**src/rtl/neuron_scheduler.sv**
```systemverilog
// neuron_scheduler: time-multiplexes one shared combinational neuron datapath
// across N_NEURONS virtual neurons. Each accepted start walks neurons
// 0..N_NEURONS-1, one per cycle. Results are written back, and the spike vector
// is published together with a one-cycle done pulse.
// Optional feature macro: SPIKE_COUNT_EN adds per-neuron 8-bit saturating
// spike counters and the cnt_addr / cnt_clear / cnt_data ports.
module neuron_scheduler #(
   parameter int N_NEURONS   = 8,
   parameter int N_STAGE     = 3,
   parameter int N_MEMBRANE  = N_STAGE + 2,
   parameter int N_THRESHOLD = N_MEMBRANE - 1,
   localparam int N_SYN      = 2 ** N_STAGE,
   localparam int ADDR_W     = $clog2(N_NEURONS)
) (
   input  logic                         clk,
   input  logic                         rst_n,
   input  logic                         start,
   input  logic                         clear_state,
   input  logic [N_SYN-1:0]             inputs,
   input  logic [2:0]                   shift,
   input  logic [N_THRESHOLD-1:0]       threshold,
   input  logic                         cfg_we,
   input  logic [ADDR_W-1:0]            cfg_addr,
   input  logic [N_SYN-1:0]             cfg_weights,
`ifdef SPIKE_COUNT_EN
   input  logic [ADDR_W-1:0]            cnt_addr,
   input  logic                         cnt_clear,
   output logic [7:0]                   cnt_data,
`endif
   output logic [N_SYN-1:0]             dp_inputs,
   output logic [N_SYN-1:0]             dp_weights,
   output logic [2:0]                   dp_shift,
   output logic [N_THRESHOLD-1:0]       dp_threshold,
   output logic signed [N_MEMBRANE-1:0] dp_last_membrane,
   output logic                         dp_was_spike,
   input  logic signed [N_MEMBRANE-1:0] dp_new_membrane,
   input  logic                         dp_is_spike,
   output logic                         busy,
   output logic                         done,
   output logic [N_NEURONS-1:0]         spikes
);

   localparam logic [1:0] IDLE = 2'd0;
   localparam logic [1:0] RUN  = 2'd1;
   localparam logic [1:0] DONE = 2'd2;

   logic [1:0]                   state;
   logic [ADDR_W-1:0]            idx;
   logic [ADDR_W-1:0]            rd_idx;
   logic [N_SYN-1:0]             lat_inputs;
   logic [2:0]                   lat_shift;
   logic [N_THRESHOLD-1:0]       lat_threshold;
   logic [N_NEURONS-1:0]         acc;
   logic [N_NEURONS-1:0]         acc_next;
   logic [N_NEURONS-1:0]         was_spike;
   logic [N_SYN-1:0]             weights  [N_NEURONS];
   logic signed [N_MEMBRANE-1:0] membrane [N_NEURONS];

   assign busy = (state != IDLE);
   assign done = (state == DONE);

   // Outside RUN the datapath sees neuron 0 so its inputs stay stable.
   assign rd_idx           = (state == RUN) ? idx : '0;
   assign dp_inputs        = lat_inputs;
   assign dp_shift         = lat_shift;
   assign dp_threshold     = lat_threshold;
   assign dp_weights       = weights[rd_idx];
   assign dp_last_membrane = membrane[rd_idx];
   assign dp_was_spike     = was_spike[rd_idx];

   // Spike accumulator with the current neuron's bit merged in. The final
   // neuron's bit reaches spikes on the same edge that enters DONE.
   always_comb begin
      acc_next      = acc;
      acc_next[idx] = dp_is_spike;
   end

   // Sequencer: accept start, step idx through every neuron, publish spikes.
   always_ff @(posedge clk or negedge rst_n) begin
      if (!rst_n) begin
         state         <= IDLE;
         idx           <= '0;
         acc           <= '0;
         spikes        <= '0;
         lat_inputs    <= '0;
         lat_shift     <= '0;
         lat_threshold <= '0;
      end else begin
         case (state)
            IDLE: begin
               if (start) begin
                  lat_inputs    <= inputs;
                  lat_shift     <= shift;
                  lat_threshold <= threshold;
                  acc           <= '0;
                  idx           <= '0;
                  state         <= RUN;
               end
            end
            RUN: begin
               acc <= acc_next;
               idx <= idx + 1'b1;
               if (idx == ADDR_W'(N_NEURONS - 1)) begin
                  spikes <= acc_next;
                  state  <= DONE;
               end
            end
            DONE: state <= IDLE;
            default: state <= IDLE;
         endcase
      end
   end

   // Per-neuron state: write back datapath results in RUN, bulk clear in IDLE.
   always_ff @(posedge clk or negedge rst_n) begin
      if (!rst_n) begin
         for (int i = 0; i < N_NEURONS; i++) membrane[i] <= '0;
         was_spike <= '0;
      end else if (state == IDLE && clear_state && !start) begin
         for (int i = 0; i < N_NEURONS; i++) membrane[i] <= '0;
         was_spike <= '0;
      end else if (state == RUN) begin
         membrane[idx]  <= dp_new_membrane;
         was_spike[idx] <= dp_is_spike;
      end
   end

   // Weight store: writable only while idle so a timestep sees coherent weights.
   always_ff @(posedge clk or negedge rst_n) begin
      if (!rst_n) begin
         for (int i = 0; i < N_NEURONS; i++) weights[i] <= '0;
      end else if (!busy && cfg_we) begin
         weights[cfg_addr] <= cfg_weights;
      end
   end

`ifdef SPIKE_COUNT_EN
   logic [7:0] count [N_NEURONS];

   function automatic logic [7:0] sat_inc(input logic [7:0] v);
      return (v == 8'hFF) ? v : v + 8'd1;
   endfunction

   assign cnt_data = count[cnt_addr];

   // Spike counters: count spikes seen in RUN, hold at 255, clear only when idle.
   always_ff @(posedge clk or negedge rst_n) begin
      if (!rst_n) begin
         for (int i = 0; i < N_NEURONS; i++) count[i] <= '0;
      end else if (state == IDLE && cnt_clear) begin
         for (int i = 0; i < N_NEURONS; i++) count[i] <= '0;
      end else if (state == RUN && dp_is_spike) begin
         count[idx] <= sat_inc(count[idx]);
      end
   end
`endif

endmodule

```
**config.mk**
```make
export PLATFORM = sky130hd
export DESIGN_NAME = neuron_scheduler
export DESIGN_NICKNAME = d
export VERILOG_FILES = /design/src/rtl/neuron_scheduler.sv
export SDC_FILE = /design/constraint.sdc
export NUM_CORES = 1
export LEC_CHECK = 0
export ABC_CLOCK_PERIOD_IN_PS = 2700
export BUFFER_PORTS_ARGS = -buffer_cell sky130_fd_sc_hd__clkbuf_2
export CAP_MARGIN = 20
export CORE_MARGIN = 2
export CORE_UTILIZATION = 45
export CTS_CLUSTER_DIAMETER = 50
export DETAILED_ROUTE_END_ITERATION = 10
export GPL_ROUTABILITY_DRIVEN = 0
export HOLD_SLACK_MARGIN = 0.02
export SYNTH_ARGS = -nofsm -noshare
export SYNTH_HDL_FRONTEND = slang
export SYNTH_SLANG_ARGS = --single-unit
```
**constraint.sdc**
```tcl
create_clock -name clk -period 2.7 [get_ports clk]
set_input_delay 0.54 -clock clk [delete_from_list [all_inputs] [get_ports clk]]
set_output_delay 0.54 -clock clk [all_outputs]
set_load 0.03 [all_outputs]
```
Word-level counts from Yosys, hierarchy flattened. Index checks and enable logic that the tools add are counted.

Order comparisons: 8. Reductions and logical operators: 16. Add/sub/neg operators: 1. Equality and inequality tests: 5. Bitwise gates (word level): 3. Mux-type cells: 30.

Operators by type and width (count): $mux 40 (2); $bwmux 64 (1); $mux 8 (6); $bwmux 40 (1); $bmux 8 s3 (1); $demux 8 s3 (1); $bwmux 8 (2); $pmux 8 s2 (1); $bmux 5 s3 (1); $demux 5 s3 (1); $mux 5 (3); $ge 4x4->1 const B (3); $not 3->4 (3); $lt 3x4->1 const B (2); $lt 4x1->1 const B (2); $reduce_and 2->1 (4); $logic_and 1x1->1 (6); $mux 3 (2); $pmux 3 s2 (1); $reduce_bool 2->1 (3); $mux 2 (2); $pmux 2 s2 (1); $add 3x1->3 const B (1); $bmux 1 s3 (1); 10 further kinds (12).

Register bits: 148. Logic and storage cells: 87. Output and inout port bits: 39. Input bits: 37.

Depth between registers and ports, before layout.
Depth after elaboration: 8. Mapped depth: 7. Gate-level depth less buffers: 5.

Worst setup path after synthesis. No wires, ideal clock.

Path type: reg-to-output. Start point: reg idx[0]. End point: out dp_last_membrane[0]. Buffers on the path: 2. Data arrival time: 1.860 ns. Data required time: 2.160 ns. Setup slack: 0.300 ns. Cell stages (with the launch flop): 6. Path through: dfrtp_1 > clkbuf_1 > clkbuf_1 > mux2_2 > a221o_1 > o22a_1.

Longest elaborated chain between the ends: 5.

RTL lines: from (decl) (RTL line 48) `logic [ADDR_W-1:0] idx;`; from (signal assigned) (RTL line 102) `idx <= idx + 1'b1;`; $mux 3 (RTL line 63) `assign rd_idx = (state == RUN) ? idx : '0;`; $not 3->4 (implied by the code) (RTL line 68) `assign dp_last_membrane = membrane[rd_idx];`; $bmux 5 s3 (RTL line 68); $mux 5 (implied by the code) (2 in a row) (RTL line 68); to (decl) (RTL line 34) `output logic signed [N_MEMBRANE-1:0] dp_last_membrane,`.

Every way passes these cells. The select of a mux whose other input is x is not followed.

Worst setup path in the final report.
Start point: reg state[1]. End point: out dp_weights[1].

Longest elaborated chain between the ends: 6.

RTL lines: from (decl) (RTL line 47) `logic [1:0] state;`; from (signal assigned) (RTL line 81) `state <= IDLE;`; from (signal assigned) (RTL line 97) `state <= RUN;`; from (signal assigned) (RTL line 105) `state <= DONE;`; $eq 2x1->1 (RTL line 63); $mux 3 (RTL line 63); $not 3->4 (implied by the code) (RTL line 67) `assign dp_weights = weights[rd_idx];`; $bmux 8 s3 (RTL line 67); $mux 8 (implied by the code) (2 in a row) (RTL line 67); to (decl) (RTL line 31) `output logic [N_SYN-1:0] dp_weights,`.

Every way passes these cells. The select of a mux whose other input is x is not followed.

==> metrics.cfg <==
[setup_path]
cp_max_fo = 19
worstSetupEndpointType = output port
cp_num_buf_inv = 3
max_stage_delay_ns = 0.42
crit_family = buffers and inverters
path_class = flip-flop to output port
crit_chain = buf_8 > nand2b_1 > buf_4 > a221o_1 > o22a_1 > clkbuf_2
critical_path_required_ns = 2.16
critPathArrivalTime_ns = 2.12
cp-start-kind = flip-flop
crit_path_top_delay_cell = dfrtp_1

[floorplan]
boundaryPins = 76
rows = 47
die_x_microns = 133
die_h_microns = 133
dieArea_sq_um = 17800
core_sq_um = 16500
start_util = 0.457

[placed_design]
dpl.cell_count = 955
io_buffers = 75
hpwlAfterDp_microns = 12700

[route]
drtIter0Drc = 353
vias = 5856
drt-wirelength-per-cell_microns = 19.9
routed_wl_microns = 19900
first_pass_iters = 5
vias_per_cell = 5.86
drc = 0
postRouteAntennaNets = 0

[clock_network]
cts_buffer_depth = 2
htree_levels = 4
cts-root-buf = clkbuf_16
clk_pin_slew_ns = 0.06
insertion_delay_ns = 0.42
cts_tree = built
cts_buffers = 17
cts_sinks = 148
cts_hold_buf = 0

[finish]
drive_gt1_frac = 0.340
fin_util = 0.547
multi_input_area_sq_um = 3530
final_cells = 1000
area_growth_pct = 19.7
regArea_sq_um = 3710
diodes = 0
fillers = 1457
nets = 806

[timing]
finalHoldWorstSlack_ns = 0.128
slew_viol_final = 0
setup_tns_ns = 0
worstMarginPinSlew_ns = 0.934
relSlewSlack = 0.377
setup_violations = 0
period_minus_slack_ns = 2.66
hold_viol = 0
fin_crit_sh = 0.986
max_freq_mhz = 376
finalClockSkew_ns = 0.00848
grt_setup_unrepaired = true

[synth]
ys_async_sr_fraction = 1.00
postSynthCellCount = 695
ys_ff_latch = 148
synth_flop_cell = dfrtp_1
synth_edf_count = 0
avgSynthCellArea_sq_um = 10.8
synth_common_cells = dfrtp_1, o21ai_0, mux2_2
synth_area_leaders = dfrtp_1, mux2_2, o21ai_0, a21oi_1, nand3_1
synth_area_sq_um = 7520
synth_warnings = 0
yosys.area.top_type_share = 0.492
synth.most_common_cell = dfrtp_1
synth_cell_types = 39
syn_nets = 734
synth_seq_area_share = 0.492
synth_top_area_cell = dfrtp_1

[power]
peakVddDrop_uv = 737
p_leak_nw = 3.97
power_density_nw_per_um2 = 1360

[global_route]
grt-ovfl-total = 0
first_global_vias = 5998
grt_pass1_wl_microns = 31600
grt_max_degree = 69
antenna_found_initial = 0
track_usage = 0.227

[outcome]
status = completed

[min_path]
hold_class = primary input to asynchronous set/reset pin

[job]
max_cap_viol_count = 0

## stage by stage
step | cell area, sq um | setup WS, ns | power (mW)
final | 9000 | 0.0371 | 12.2
after global routing | 9000 | -0.00310 | 12.9
after detailed placement | 8230 | 0.247 | 9.49
after floorplan | 7520 | 0.300 | 7.79
after global placement | 8230 | 0.255 | 9.35
after CTS | 8910 | 0.0116 | 12.0
## cells in the final DEF (no fill, tap or decap), types with 4 or more instances in the layout
cell and count:
inv_1 5, and3b_1 5, nand3_1 49, buf_2 10
o22a_1 14, o21ai_0 79, inv_6 4, nand2b_1 32
mux2_4 16, a21oi_1 73, mux2i_1 22, nor2b_1 4
mux2_2 77, buf_6 5, a21bo_2 5, buf_4 37
dfrtp_1 147, clkbuf_16 19, clkbuf_2 62, nand4b_1 28
nand3b_1 4, a221o_1 14, nor2_2 4, nor2_1 5
buf_12 5, nand2_1 14
## flip-flops by register name, summed over array words and instances, names as in the netlist
signal,count
dp_inputs,8
state,2
weights,64
idx,3
spikes,8
dp_threshold,4
membrane,40
acc,8
was_spike,8
dp_shift,3
## area by class of cell
class,count,share of cell area
clock buffers,18,0.0477
clock inverters,14,0.0196
inverters,5,0.00208
multi-input cells,472,0.392
flip-flops and latches,148,0.412
well taps,220,0.0306
repair buffers,123,0.0963
## power by group
| part | total [mW] | switching (mW) | leakage (nW) | internal [mW] |
|---|---|---|---|---|
| sequential | 3.85 | 0.605 | 1.89 | 3.24 |
| combinational | 5.92 | 3.39 | 1.80 | 2.54 |
| clock | 2.43 | 0.966 | 0.292 | 1.47 |
| total | 12.2 | 4.96 | 3.97 | 7.24 |
## worst paths after layout
| check | start | cells past startpoint | slack (ns) | end |
|---|---|---|---|---|
| max | state[1]$_DFFE_PN0P_ | 6 | 0.04 | dp_weights[1] |
| min in group clk | inputs[2] | 2 | 0.34 | dp_inputs[2]$_DFFE_PN0P_ |
| max in group asynchronous | rst_n | 2 | 1.87 | membrane[15]$_DFFE_PN0P_ |
| max reg2reg | state[1]$_DFFE_PN0P_ | 4 | 0.31 | weights[62]$_DFFE_PN0P_ |
| min | rst_n | 1 | 0.13 | weights[49]$_DFFE_PN0P_ |
| min reg2reg | spikes[7]$_DFFE_PN0P_ | 2 | 0.48 | spikes[7]$_DFFE_PN0P_ |
## what timing repair did
item / 4_1_cts / 5_1_grt
cloned: 0 / 2
setup buffers: 7 / 4
resized for setup: 6 / 20
setup endpoints to repair: 14 / 13
## kinds of logic after synthesis
logic type,synth area share
flip-flops,0.492
adder cells (fa/ha/maj),0.00333
multiplexers,0.176
AND/OR/NAND/NOR,0.137
AO/OA/AOI/OAI,0.151
buffers and inverters,0.0404
## per-layer routing
metal | up-vias | routed length [microns] | GRT usage
li1 | 2683 | - | -
met1 | 2949 | 8530 | 0.287
met2 | 187 | 9940 | 0.387
met3 | 37 | 984 | 0.0495
met4 | 0 | 403 | 0.0816
met5 | - | 0 | 0
Power figures use the tool's default switching activity.
